`src/rtl/exe_issue_ctrl_pkg.sv`:
```
// Shared types and sizes for the execution issue controller.
// Operand width comes from DATA_WIDTH (defaults to 32).
`ifndef DATA_WIDTH
`define DATA_WIDTH 32
`endif

package exe_issue_ctrl_pkg;

  localparam int RADDR_W      = 5;
  localparam int ISSUE_QDEPTH = 4;
  localparam int EXE_LATENCY  = 2;

  localparam int ITYPE_W = 7;
  localparam int F3_W    = 3;
  localparam int F7_W    = 7;
  localparam int IMM_W   = 21;

  typedef enum logic [1:0] {
    ST_IDLE  = 2'd0,
    ST_RUN   = 2'd1,
    ST_HAZ   = 2'd2,
    ST_STALL = 2'd3
  } ctrl_state_e;

  function automatic ctrl_state_e classify(
    input logic empty,
    input logic stall,
    input logic haz
  );
    ctrl_state_e st;
    st = ST_RUN;
    priority case (1'b1)
      empty:   st = ST_IDLE;
      stall:   st = ST_STALL;
      haz:     st = ST_HAZ;
      default: st = ST_RUN;
    endcase
    return st;
  endfunction

endpackage

```
`src/rtl/exe_uop_fifo.sv`:
```
// Small circular uop queue with push, pop and flush.
// DEPTH must be a power of two; pointers wrap naturally.
module exe_uop_fifo #(
  parameter int DEPTH = 4,
  parameter int WIDTH = 8
) (
  input  logic             clk,
  input  logic             rst_n,
  input  logic             push_i,
  input  logic             pop_i,
  input  logic             flush_i,
  input  logic [WIDTH-1:0] wdata_i,
  output logic [WIDTH-1:0] rdata_o,
  output logic             full_o,
  output logic             empty_o
);

  localparam int PW = $clog2(DEPTH);
  localparam int CW = PW + 1;

  logic [WIDTH-1:0] mem_q [DEPTH];
  logic [PW-1:0]    wr_ptr_q, rd_ptr_q;
  logic [CW-1:0]    cnt_q;
  logic             do_push, do_pop;

  assign full_o  = (cnt_q == CW'(DEPTH));
  assign empty_o = (cnt_q == '0);
  assign do_push = push_i & ~full_o & ~flush_i;
  assign do_pop  = pop_i & ~empty_o & ~flush_i;
  assign rdata_o = mem_q[rd_ptr_q];

  // entry storage, no reset needed
  always_ff @(posedge clk) begin
    if (do_push) mem_q[wr_ptr_q] <= wdata_i;
  end

  // pointers and occupancy
  always_ff @(posedge clk or negedge rst_n) begin
    if (!rst_n) begin
      wr_ptr_q <= '0;
      rd_ptr_q <= '0;
      cnt_q    <= '0;
    end else if (flush_i) begin
      rd_ptr_q <= wr_ptr_q;
      cnt_q    <= '0;
    end else begin
      if (do_push) wr_ptr_q <= wr_ptr_q + PW'(1);
      if (do_pop)  rd_ptr_q <= rd_ptr_q + PW'(1);
      unique case ({do_push, do_pop})
        2'b10:   cnt_q <= cnt_q + CW'(1);
        2'b01:   cnt_q <= cnt_q - CW'(1);
        default: cnt_q <= cnt_q;
      endcase
    end
  end

endmodule

```
`src/rtl/exe_issue_ctrl.sv`:
```
// Issue controller: uop queue, in-flight rd tracker, RAW check.
// Define EXE_ISSUE_PERF_EN to build the perf counters.
`ifndef DATA_WIDTH
`define DATA_WIDTH 32
`endif

module exe_issue_ctrl
  import exe_issue_ctrl_pkg::*;
#(
  parameter int QDEPTH      = ISSUE_QDEPTH,
  parameter int EXE_LATENCY = exe_issue_ctrl_pkg::EXE_LATENCY,
  parameter int DATA_WIDTH  = `DATA_WIDTH,
  parameter int RADDR_W     = exe_issue_ctrl_pkg::RADDR_W
) (
  input  logic                  clk,
  input  logic                  reset,
  input  logic                  in_valid,
  output logic                  in_ready,
  input  logic [ITYPE_W-1:0]    in_instruction_type,
  input  logic [F3_W-1:0]       in_funct3,
  input  logic [F7_W-1:0]       in_funct7,
  input  logic [IMM_W-1:0]      in_immediate,
  input  logic [RADDR_W-1:0]    in_rs1,
  input  logic [RADDR_W-1:0]    in_rs2,
  input  logic [RADDR_W-1:0]    in_rd,
  input  logic                  in_rd_we,
  input  logic                  flush,
  input  logic                  system_stall,
  output logic [RADDR_W-1:0]    rf_rs1_addr,
  output logic [RADDR_W-1:0]    rf_rs2_addr,
  input  logic [DATA_WIDTH-1:0] rf_rs1_data,
  input  logic [DATA_WIDTH-1:0] rf_rs2_data,
  output logic                  uop_valid,
  output logic [ITYPE_W-1:0]    instruction_type,
  output logic [F3_W-1:0]       funct3,
  output logic [F7_W-1:0]       funct7,
  output logic [IMM_W-1:0]      immediate,
  output logic [DATA_WIDTH-1:0] data_src1,
  output logic [DATA_WIDTH-1:0] data_src2,
  output logic [1:0]            ctrl_state,
  output logic [31:0]           perf_issue_cnt,
  output logic [31:0]           perf_hazard_cnt,
  output logic [31:0]           perf_stall_cnt
);

  typedef struct packed {
    logic [ITYPE_W-1:0] itype;
    logic [F3_W-1:0]    f3;
    logic [F7_W-1:0]    f7;
    logic [IMM_W-1:0]   imm;
    logic [RADDR_W-1:0] rs1;
    logic [RADDR_W-1:0] rs2;
    logic [RADDR_W-1:0] rd;
    logic               rd_we;
  } uop_t;

  typedef struct packed {
    logic               v;
    logic [RADDR_W-1:0] rd;
  } trk_t;

  uop_t        wr_uop, hd;
  logic        push, full, empty;
  logic        hit, hazard, issue;
  trk_t        trk_d;
  trk_t        trk_q [1:EXE_LATENCY];
  ctrl_state_e st;

  assign wr_uop = '{
    itype: in_instruction_type,
    f3:    in_funct3,
    f7:    in_funct7,
    imm:   in_immediate,
    rs1:   in_rs1,
    rs2:   in_rs2,
    rd:    in_rd,
    rd_we: in_rd_we
  };

  assign in_ready = ~full;
  assign push     = in_valid & in_ready & ~flush;

  exe_uop_fifo #(
    .DEPTH (QDEPTH),
    .WIDTH ($bits(uop_t))
  ) u_fifo (
    .clk     (clk),
    .rst_n   (reset),
    .push_i  (push),
    .pop_i   (issue),
    .flush_i (flush),
    .wdata_i (wr_uop),
    .rdata_o (hd),
    .full_o  (full),
    .empty_o (empty)
  );

  // RAW check against slots still ahead of writeback
  always_comb begin
    hit = 1'b0;
    for (int k = 1; k < EXE_LATENCY; k++) begin
      if (trk_q[k].v && hd.rs1 != '0 && hd.rs1 == trk_q[k].rd)
        hit = 1'b1;
      if (trk_q[k].v && hd.rs2 != '0 && hd.rs2 == trk_q[k].rd)
        hit = 1'b1;
    end
  end

  assign hazard = hit & ~empty;
  assign issue  = ~empty & ~hazard & ~system_stall & ~flush;

  assign trk_d = '{
    v:  issue & hd.rd_we & (hd.rd != '0),
    rd: hd.rd
  };

  // shift in-flight rd record alongside the execution pipe
  always_ff @(posedge clk or negedge reset) begin
    if (!reset) begin
      for (int k = 1; k <= EXE_LATENCY; k++)
        trk_q[k] <= '0;
    end else begin
      trk_q[1] <= trk_d;
      for (int k = 2; k <= EXE_LATENCY; k++)
        trk_q[k] <= trk_q[k-1];
    end
  end

  // classify the current cycle for debug and perf
  always_comb begin
    st = ST_IDLE;
    st = classify(empty, system_stall, hazard);
  end

  assign ctrl_state = st;

  assign rf_rs1_addr      = hd.rs1;
  assign rf_rs2_addr      = hd.rs2;
  assign uop_valid        = issue;
  assign instruction_type = hd.itype;
  assign funct3           = hd.f3;
  assign funct7           = hd.f7;
  assign immediate        = hd.imm;
  assign data_src1        = rf_rs1_data;
  assign data_src2        = rf_rs2_data;

`ifdef EXE_ISSUE_PERF_EN
  logic [31:0] iss_cnt_q, haz_cnt_q, stl_cnt_q;

  // free-running event counters, wrap at 2^32
  always_ff @(posedge clk or negedge reset) begin
    if (!reset) begin
      iss_cnt_q <= '0;
      haz_cnt_q <= '0;
      stl_cnt_q <= '0;
    end else begin
      if (issue)
        iss_cnt_q <= iss_cnt_q + 32'd1;
      if (st == ST_HAZ)
        haz_cnt_q <= haz_cnt_q + 32'd1;
      if (st == ST_STALL)
        stl_cnt_q <= stl_cnt_q + 32'd1;
    end
  end

  assign perf_issue_cnt  = iss_cnt_q;
  assign perf_hazard_cnt = haz_cnt_q;
  assign perf_stall_cnt  = stl_cnt_q;
`else
  assign perf_issue_cnt  = '0;
  assign perf_hazard_cnt = '0;
  assign perf_stall_cnt  = '0;
`endif

endmodule

```
`config.mk`:
```
export PLATFORM = sky130hd
export DESIGN_NAME = exe_issue_ctrl
export DESIGN_NICKNAME = d
export VERILOG_FILES = /design/src/rtl/exe_issue_ctrl_pkg.sv /design/src/rtl/exe_uop_fifo.sv /design/src/rtl/exe_issue_ctrl.sv
export SDC_FILE = /design/constraint.sdc
export NUM_CORES = 1
export LEC_CHECK = 0
export BUFFER_PORTS_ARGS = -buffer_cell sky130_fd_sc_hd__buf_2
export CORE_UTILIZATION = 48
export CTS_BUF_LIST = sky130_fd_sc_hd__clkbuf_8
export DETAILED_ROUTE_END_ITERATION = 6
export PLACE_DENSITY = 0.77
export SLEW_MARGIN = 20
export SYNTH_ARGS = -nofsm -noshare
export SYNTH_HDL_FRONTEND = slang
export SYNTH_SLANG_ARGS = --single-unit
```
`constraint.sdc`:
```
create_clock -name clk -period 2.75 [get_ports clk]
set_clock_uncertainty 0.2 [all_clocks]
set_input_delay 0.55 -clock clk [delete_from_list [all_inputs] [get_ports clk]]
set_output_delay 0.55 -clock clk [all_outputs]
set_load 0.01 [all_outputs]
```
==> results.toml, run 1 <==
[clock_tree]
numCtsBuffers = 35
clockBufferDepth = 3
cts.sinks = 229
cts-htree-levels = 2
clk_latency_ns = 0.49
clock-root-buffer = "clkbuf_8"
clkTransAtPathRegs_ns = 0.06
cts_tree = "built"

[critical_path]
critPathKind = "reg -> out"
crit-reg2reg-launch = "u_fifo.rd_ptr_q[0]$_DFFE_PN0P_"
reg2reg_to = "u_fifo.cnt_q[2]$_DFFE_PN0P_"
cpPeakStageDelay_ns = 0.54
reg2reg_depth = 13
path_cells = "buf_12 -> mux4_2 -> xnor2_1 -> nand4_1 -> buf_4 -> nor2_1 -> nor2_1 -> nor2_1 -> nor2_1 -> buf_2"
endpoint_kind = "primary output"
cp_slowest_cell = "mux4_2"
path_common_cell = "nor2_1"
cp_num_buf_inv = 3
arrival_ns = 2.74
ff2ff_setup_slack_ns = -0.61
cp.depth = 10
startpoint = "u_fifo.rd_ptr_q[0]$_DFFE_PN0P_"
critPathTopFamily = "simple AND/OR/NAND/NOR gates"
crit_fanout = 6
worstPathRequired_ns = 2.00
start_kind = "register"

[power]
peakVddDrop_uv = 545
netSwitchingPower_uw = 3000
p_int_uw = 7310
powerDensity_nw_per_um2 = 912
clock_power_share_pct = 23.5
switching_share_pct = 29.1
leakage_uw = 0.00415
p_comb_share_pct = 33.5
p_seq_share_pct = 43.0
total_power_uw = 10300

[routing]
vias = 4763
drcViolationCount = 0
wire_per_inst_um = 23.1
routed.top_layer = "met5"
route.met3.wl_mm = 3.11
totalWireLength_mm = 22.2
drt_iter0_markers = 263
drt-met1-wl_mm = 6.99
routed_via_density = 4.97
first_pass_iters = 7
postRouteAntennaNets = 0
wl_met2_mm = 11.6

[yosys]
ys_seq_elements = 229
yosysTopAreaCell = "edfxtp_1"
syn_inst = 580
ys_types = 44
synth_area_um2 = 10200
yosysTopAreaCellShare_pct = 63.5
ys_warn_count = 0
yosysSeqAreaShare_pct = 66.7
postSynthAreaPerCell_um2 = 17.6
synth_area_leaders = "edfxtp_1, buf_4, mux4_2"

[run]
cap_violations = 0

[floorplan]
ioPinCount = 335
rows = 53
core_area_um2 = 21000
die_area_um2 = 21900
initial_utilization_pct = 48.7
dieHeight_um = 148
die_w_um = 148

[timing]
rsz0062_at_grt = "true"
hold_viol_final = 0
setup_viol = 37
timing.fmax_ghz = 0.287
period_share_pct = 127
finalMaxSlewViolations = 0
period_minus_slack_ns = 3.49
layout_setup_ws_ns = -0.738

[worst_hold_path]
hold_class = "in -> reg"
hold_end = "u_fifo.mem_q[3][7]$_DFFE_PP_"
holdPathStages = 1
min_from = "in_rs2[1]"

[global_route]
track_usage_pct = 19.0
grt_max_degree = 55
grt.overflow.total = 0
antenna_found_initial = 4
first_global_vias = 4729
grt_pass1_wl_mm = 30.0

[cells_and_area]
nets = 786
area_growth_pct = 10.6
postLayoutCellArea_um2 = 11300
drive_gt1_share_pct = 42.5
fillers = 1621

[outcome]
run_status = "finished, violations left"
violations = "negative setup slack"

[place]
portBuffers = 110
place_ws_ns = -0.431
dpl_cell_area_um2 = 10200
place_hpwl_mm = 14.8
place_congestion = 0.828
[worst reg2reg max path, delay by kind of cell (launching register included)]
kind,cells,cell delay (ns)
fa+ha+maj,1,0.39
simple gates,4,0.37
flops,1,0.52
buf+inv,4,0.56
compound gates,3,0.75
mux,1,0.46
[through the flow]
stage	instances	hold slack, ns	TNS [ns]	utilization (%)
floorplan	675	0.0544	-0.201	-
global placement	871	0.252	-1.18	48.6
detailed placement	871	0.249	-1.44	48.6
CTS	935	0.0443	-17.38	51.8
global route	958	0.0458	-8.67	53.9
finish	959	0.0773	-5.30	53.9
[timing repair]
action / CTS / global route
buffers inserted: 2 / 17
resized for setup: 14 / 47
endpoints found under the hold margin: 13 / 0
cloned: 0 / 6
hold buffers: 1 / 0
pin swaps: 7 / 6
endpoints found under the setup margin: 44 / 48
[flip-flops by register name, indices dropped and copies added, names as in the netlist]
| register | flops |
|---|---|
| trk_q | 6 |
| u_fifo.cnt_q | 3 |
| u_fifo.mem_q | 216 |
| u_fifo.rd_ptr_q | 2 |
| u_fifo.wr_ptr_q | 2 |
[per-layer routing]
layer / vias to the layer above / track usage [%]
met5: - / 0.682
met4: 4 / 6.08
met3: 34 / 11.9
met2: 279 / 32.4
met1: 2410 / 18.9
li1: 2036 / -
[cell usage after synthesis (all sizes together)]
master / instances
or4: 1
nor3: 6
a21o: 1
a21oi: 3
xor2: 1
nand3: 3
and2: 6
dfrtp: 13
conb: 1
nand2: 6
a22oi: 1
fa: 1
nor4: 2
a211o: 1
o31ai: 1
inv: 3
nand4: 1
o21ai: 6
a211oi: 1
o41ai: 1
xnor2: 9
nor2: 11
or3b: 1
buf: 216
nand2b: 1
o211a: 1
mux4: 54
edfxtp: 216
ha: 4
clkbuf: 5
nor3b: 1
o21a: 1
a311o: 1
[cell families (layout without fill, tap and decap cells)]
logic type | Yosys count | in the layout | synth area share (%)
fa+ha+maj | 5 | 5 | 0.686
other cells | 1 | 98 | 0.0367
simple gates | 39 | 39 | 2.08
compound gates | 18 | 18 | 1.46
mux | 54 | 54 | 12.0
flops | 229 | 229 | 66.7
buf+inv | 224 | 231 | 16.0
xor+xnor | 10 | 10 | 1.08
[worst max path at each step]
stage,to
CTS,ctrl_state[0]
global placement,u_fifo.cnt_q[2]$_DFFE_PN0P_
floorplan,u_fifo.cnt_q[2]$_DFFE_PN0P_
global route,ctrl_state[0]
finish,ctrl_state[0]
detailed placement,u_fifo.cnt_q[2]$_DFFE_PN0P_
[power by group through the flow]
stage	Clock [uW]	Combinational, uW	Sequential (uW)
3_5_place_dp	0	2810	4500
6_report	2420	3450	4440
4_1_cts	2500	2880	4430
5_1_grt	2650	3670	4460
3_3_place_gp	0	2760	4470
2_1_floorplan	0	2470	4410
[layout make-up]
| type | count | area, um2 | area share [%] |
|---|---|---|---|
| sequential | 229 | 6820 | 60.3 |
| multi-input combinational | 222 | 2210 | 19.5 |
| timing repair buffer | 167 | 1320 | 11.6 |
| clock buffer | 37 | 509 | 4.51 |
| tap | 275 | 344 | 3.04 |
| clock inverter | 24 | 95.1 | 0.841 |
| inverter | 3 | 11.3 | 0.0996 |
| antenna | 2 | 5.00 | 0.0443 |
[layout by cell type, fill, tap and decap left out, types with 3 or more instances in the layout]
cell         n
buf_12       9
nor2_1       8
nand2_1      6
inv_1       14
nor3_1       3
edfxtp_1   216
ha_1         4
nor2_4       3
clkinv_2     4
clkinv_1     9
buf_2       94
buf_6       23
clkbuf_16    3
clkbuf_8    37
mux4_2      54
and2_2       4
conb_1      96
buf_4       33
dfrtp_1     11
buf_8        3
xnor2_2      3
xnor2_1      6
Power figures use the tool's default switching activity.
==> inputs of run 2 (changes only) <==
Settings changed: CORE_UTILIZATION 48 to 47, PLACE_DENSITY 0.77 to 0.76, SYNTH_HIERARCHICAL from default to 1.
==> run 2 against run 1 <==
Against the previous run: the run still ends with negative setup slack left; worst hold slack got worse by 0.034 ns; sequential power shrank 5.4%; worst setup slack got worse by 0.20 ns; fmax is 5.4% lower; first-iteration DRC count fell by 17%; synthesized cell count down 5.9%; core utilization increased by 3.7 points; sequential share of layout area is 2.8 points lower; total power fell by 0.80%; combinational power fell by 5%; critical path type unchanged; critical endpoint unchanged; largest power group unchanged; highest routed layer unchanged.
==> results.toml, run 2 <==
[outcome]
run_status = "finished, violations left"
violations = "negative setup slack"

[timing]
layout_setup_ws_ns = -0.938
setup_viol = 51
rsz0062_at_grt = "true"
hold_viol_final = 0
finalMaxSlewViolations = 0
period_share_pct = 134
timing.fmax_ghz = 0.271
period_minus_slack_ns = 3.69

[routing]
drcViolationCount = 0
vias = 5008
postRouteAntennaNets = 0
first_pass_iters = 4
routed_via_density = 5.07
drt_iter0_markers = 219
wire_per_inst_um = 24.4
totalWireLength_mm = 24.1

[place]
dp.cells = 891
dpl_cell_area_um2 = 10500
place_hpwl_mm = 16.5
place_congestion = 0.816
portBuffers = 110
place_ws_ns = -0.898

[yosys]
synth_xor_area_share_pct = 1.05
synth-adder-area-share_pct = 0.702
synth_most_common_cell = "edfxtp_1"
synth_compound_area_share_pct = 1.70
synth_edf_count = 216
muxShareOfSynthArea_pct = 12.5
synth_area_leaders = "edfxtp_1, buf_4, mux4_2"
synthSimpleGateAreaFrac_pct = 2.29
synthTopCellsByCount = "edfxtp_1, buf_4, mux4_2"
yosysTopAreaCellShare_pct = 65.0
synth_top_flop_cell = "edfxtp_1"
synth_area_um2 = 9980
yosysSeqAreaShare_pct = 68.2
synth-async-reset-ratio_pct = 5.68
synth_top_family_by_area = "buffers and inverters"
postSynthAreaPerCell_um2 = 18.3
ys_seq_elements = 229
yosysTopAreaCell = "edfxtp_1"
ys_warn_count = 6
syn_inst = 546
ys_types = 50

[cells_and_area]
postLayoutCellArea_um2 = 11800
reg_top3 = "u_fifo/mem_q: 216 flops, trk_q: 6 flops, u_fifo/cnt_q: 3 flops"
largest_reg_flops = 216
fin_cells = 987
nets = 819
area_growth_pct = 18.6
top_register = "u_fifo/mem_q"
final_util_pct = 57.6
fillers = 1550
layout_common_cells = "edfxtp_1, conb_1, buf_2"
final_common_cell = "edfxtp_1"
drive_gt1_share_pct = 44.3

[global_route]
first_global_vias = 5059
grt_pass1_wl_mm = 33.3
antenna_found_initial = 2
grt.overflow.total = 0
grt_max_degree = 35
track_usage_pct = 21.5

[floorplan]
ioPinCount = 335
dieHeight_um = 148
initial_utilization_pct = 48.6
rows = 52
die_w_um = 148
die_area_um2 = 21800
core_area_um2 = 20600

[clock_tree]
clkTransAtPathRegs_ns = 0.06
clockBufferDepth = 3
cts-htree-levels = 2
clock-root-buffer = "clkbuf_8"
cts_tree = "built"
cts.sinks = 229
clk_latency_ns = 0.52
numCtsBuffers = 38

[power]
peakVddDrop_uv = 527
powerDensity_nw_per_um2 = 863
leakage_uw = 0.00439

[critical_path]
worstPathRequired_ns = 2.00
start_kind = "register"
endpoint_kind = "primary output"
critPathKind = "reg -> out"
cpPeakStageDelay_ns = 0.52
path_cells = "buf_8 -> mux4_2 -> buf_6 -> nor4_4 -> o21ai_1 -> and4_4 -> buf_4 -> a211oi_4 -> buf_2"
arrival_ns = 2.94
crit_fanout = 7
cp_slowest_cell = "mux4_2"

[run]
cap_violations = 0

[worst_hold_path]
hold_class = "in -> reg"
run 2: final timing paths:
check / from / to / slack (ns) / cells after the start
max in group asynchronous: reset / u_fifo/rd_ptr_q[0]$_DFFE_PN0P_ / 1.81 / 2
setup reg to reg: u_fifo/rd_ptr_q[0]$_DFFE_PN0P_ / u_fifo/cnt_q[1]$_DFFE_PN0P_ / -0.92 / 13
setup / recovery: u_fifo/rd_ptr_q[0]$_DFFE_PN0P_ / ctrl_state[0] / -0.94 / 9
min in group asynchronous: reset / u_fifo/cnt_q[0]$_DFFE_PN0P_ / 0.27 / 2
hold reg to reg: u_fifo/mem_q[2][4]$_DFFE_PP_ / trk_q[9]$_DFF_PN0_ / 0.40 / 1
hold / removal: in_funct7[6] / u_fifo/mem_q[0][43]$_DFFE_PP_ / 0.04 / 1
run 2: what timing repair did:
action	CTS	global route
setup endpoints to repair	51	203
pin swaps	10	5
buffers inserted	11	12
hold buffers	1	0
endpoints found under the hold margin	13	0
gates resized for setup	37	47
gates cloned	3	3
run 2: final cells by class:
| class | instances | area (um2) | share of cell area, % |
|---|---|---|---|
| Antenna cell | 1 | 2.50 | 0.0211 |
| Clock buffer | 42 | 578 | 4.88 |
| Clock inverter | 23 | 121 | 1.02 |
| Inverter | 7 | 26.3 | 0.222 |
| Multi-Input combinational cell | 227 | 2290 | 19.3 |
| Sequential cell | 229 | 6820 | 57.5 |
| Tap cell | 270 | 338 | 2.85 |
| Timing Repair Buffer | 188 | 1670 | 14.1 |
run 2: cells by family after synthesis:
kind of cell	count (synthesis)
adders and majority gates	5
xor gates and xnor gates	12
DFF	229
AOI/OAI and AO/OA	21
muxes	57
and+or+nand+nor	36
buffers and inverters	185
other	1
run 2: stage by stage:
stage | setup TNS [ns] | hold slack [ns] | total power [uW]
final | -11.57 | 0.0434 | 10200
after global routing | -15.32 | 0.0131 | 10700
after CTS | -12.62 | 0.0127 | 9840
after detailed placement | -9.25 | 0.250 | 6680
after global placement | -3.66 | 0.245 | 6620
after floorplan | -3.10 | 0.0544 | 5950
run 2: layer usage:
metal  up-vias  track usage, %  share of wire, %
met5         -               0             0.071
met4         2            6.55               1.8
met3        49            14.9                16
met2       336            36.4                52
met1      2489            20.9                31
li1       2132               -                 -
run 2: report_power, final:
group,internal [uW],switching (uW)
clock network,1490,1270
logic,1790,1470
registers,4060,143
total,7340,2880
run 2: worst max-delay path: cells and delay by family, from the launching register on:
kind | cells | cell delay [ns]
AO/OA/AOI/OAI | 2 | 0.34
buffers and inverters | 4 | 0.60
flip-flops | 1 | 0.50
multiplexers | 1 | 0.52
AND/OR/NAND/NOR | 2 | 0.47
==> inputs of run 3 (changes only) <==
Settings changed: CELL_PAD_IN_SITES_DETAIL_PLACEMENT from default to 0, CELL_PAD_IN_SITES_GLOBAL_PLACEMENT from default to 1, CORE_UTILIZATION 47 to 39, PLACE_DENSITY 0.76 to 0.77.
==> run 3 against run 2 <==
Against the previous run: clock power is 3% lower; final area increased by 1.8%; critical endpoint is now u_fifo/cnt_q[1]$_DFFE_PN0P_; the run still ends with negative setup slack left; combinational power grew 2%; first-iteration DRC count fell by 10%; worst setup slack improved by 0.072 ns; highest routed layer unchanged; flip-flop and latch count did not move; sequential share of layout area is 1.0 points lower; critical path depth is 3 higher; die area increased by 20%; total power hardly changed; core utilization fell by 9.7 points; fmax increased by 2.0%.
==> results.toml, run 3 (synthesis gave the netlist of run 2 again) <==
[place]
place_hpwl_mm = 16.6
place_congestion = 0.742
dp.cells = 955
portBuffers = 110

[clock_tree]
clock-root-buffer = "clkbuf_8"
clockBufferDepth = 3
cts-htree-levels = 2
clkTransAtPathRegs_ns = 0.06
clk_latency_ns = 0.51
numCtsBuffers = 36
cts_tree = "built"
cts.sinks = 229

[routing]
totalWireLength_mm = 23.6
drcViolationCount = 0
wire_per_inst_um = 22.5
vias = 4897
first_pass_iters = 4
routed_via_density = 4.67
drt_iter0_markers = 197
postRouteAntennaNets = 0

[power]
p_comb_share_pct = 32.6
clock_power_share_pct = 26.3
switching_share_pct = 27.9
p_seq_share_pct = 41.1
leakage_uw = 0.00443
peakVddDrop_uv = 600
netSwitchingPower_uw = 2860
p_int_uw = 7380
powerDensity_nw_per_um2 = 848

[cells_and_area]
final_util_pct = 47.9
top_register = "u_fifo/mem_q"
largest_reg_flops = 216
multi_input_area_um2 = 2320
fillers = 2097
layout_common_cells = "edfxtp_1, conb_1, buf_2"
final_common_cell = "edfxtp_1"
nets = 818
fin_cells = 1048
seqCellArea_um2 = 6820
reg_top3 = "u_fifo/mem_q: 216 flops, trk_q: 6 flops, u_fifo/cnt_q: 3 flops"
area_growth_pct = 20.8
drive_gt1_share_pct = 44.9

[critical_path]
endpoint_kind = "register"
startpoint = "u_fifo/rd_ptr_q[0]$_DFFE_PN0P_"
worstPathRequired_ns = 2.95
ff2ff_setup_slack_ns = -0.87
start_kind = "register"
critPathKind = "reg -> reg"
crit_fanout = 7
crit-reg2reg-launch = "u_fifo/rd_ptr_q[0]$_DFFE_PN0P_"
arrival_ns = 3.82

[floorplan]
ioPinCount = 335
dieHeight_um = 162
core_area_um2 = 25200
die_w_um = 162
rows = 58
initial_utilization_pct = 39.7
die_area_um2 = 26200

[outcome]
run_status = "finished, violations left"
violations = "negative setup slack"

[timing]
finalMaxSlewViolations = 0
rsz0062_at_grt = "true"
timing.fmax_ghz = 0.277
period_share_pct = 131
layout_setup_ws_ns = -0.866
hold_viol_final = 0
period_minus_slack_ns = 3.62
setup_viol = 43

[worst_hold_path]
min_from = "in_funct7[5]"
hold_class = "in -> reg"

[run]
cap_violations = 0

[global_route]
track_usage_pct = 17.8
grt_pass1_wl_mm = 33.6
antenna_found_initial = 3
grt_max_degree = 41
first_global_vias = 5182
grt.overflow.total = 0
-- run 3: changes by cell type in the layout (fill, tap and decap cells not counted), sizes merged --
cell / previous run / this run
clkbuf: 45 / 37
buf: 184 / 188
inv: 16 / 18
bufinv: 1 / 2
clkinv: 12 / 13
clkinvlp: 1 / 2
-- run 3: cell type report --
cell class / instances / area share (%)
multi-input cells: 227 / 19.2
inverters: 7 / 0.218
flip-flops and latches: 229 / 56.5
diodes: 1 / 0.0207
clock buffers: 37 / 4.22
repair buffers: 189 / 15.0
well taps: 330 / 3.42
clock inverters: 28 / 1.42
-- run 3: stage by stage --
step	power [uW]	instance area (um2)	hold WS [ns]	setup TNS, ns	worst slack, ns
finish	10200	12100	0.0466	-15.51	-0.866
global route	10700	12100	0.0284	-19.38	-1.01
CTS	10100	11900	0.0186	-12.07	-0.935
detailed placement	6670	10600	0.258	-7.21	-0.957
global placement	6630	10600	0.255	-6.74	-0.866
floorplan	5950	10400	0.0544	-3.10	-1.04
-- run 3: critical path, stage by stage (launching register included) --
cell,delay (ns)
dfrtp_4,0.48
buf_12,0.14
mux4_2,0.55
nor4_4,0.33
o21ai_2,0.08
and4_4,0.21
nor3_4,0.19
o31ai_2,0.11
a211oi_2,0.20
fa_2,0.49
a21boi_2,0.17
a2bb2oi_1,0.13
o221a_2,0.22
-- run 3: power groups by stage --
| stage | combinational [uW] | clock (uW) | sequential, uW |
|---|---|---|---|
| 3_3_place_gp | 2360 | 0 | 4270 |
| 3_5_place_dp | 2380 | 0 | 4290 |
| 6_report | 3340 | 2690 | 4200 |
| 4_1_cts | 3160 | 2770 | 4200 |
| 2_1_floorplan | 1760 | 0 | 4190 |
| 5_1_grt | 3560 | 2910 | 4220 |
-- run 3: worst paths after layout --
check                                                  to  cells after the start
max                           u_fifo/cnt_q[1]$_DFFE_PN0P_                     12
min                         u_fifo/mem_q[1][42]$_DFFE_PP_                      1
max reg2reg                   u_fifo/cnt_q[1]$_DFFE_PN0P_                     12
min reg2reg                u_fifo/wr_ptr_q[1]$_DFFE_PN0P_                      1
max in group asynchronous  u_fifo/rd_ptr_q[0]$_DFFE_PN0P_                      2
min in group asynchronous     u_fifo/cnt_q[1]$_DFFE_PN0P_                      2
-- run 3: repair_timing --
item | 4_1_cts | 5_1_grt
setup buffers | 16 | 9
hold buffers | 1 | 0
gates resized for setup | 69 | 44
hold endpoints to repair | 13 | 0
endpoints found under the setup margin | 44 | 51
pin swaps | 14 | 11
gates cloned | 6 | 0
-- run 3: routing by layer --
metal,routed length [um],track usage [%],up-vias
li1,-,-,2130
met2,12600,32.2,299
met4,533,5.53,6
met5,62,1.14,-
met1,7060,16.7,2422
met3,3390,10.4,40
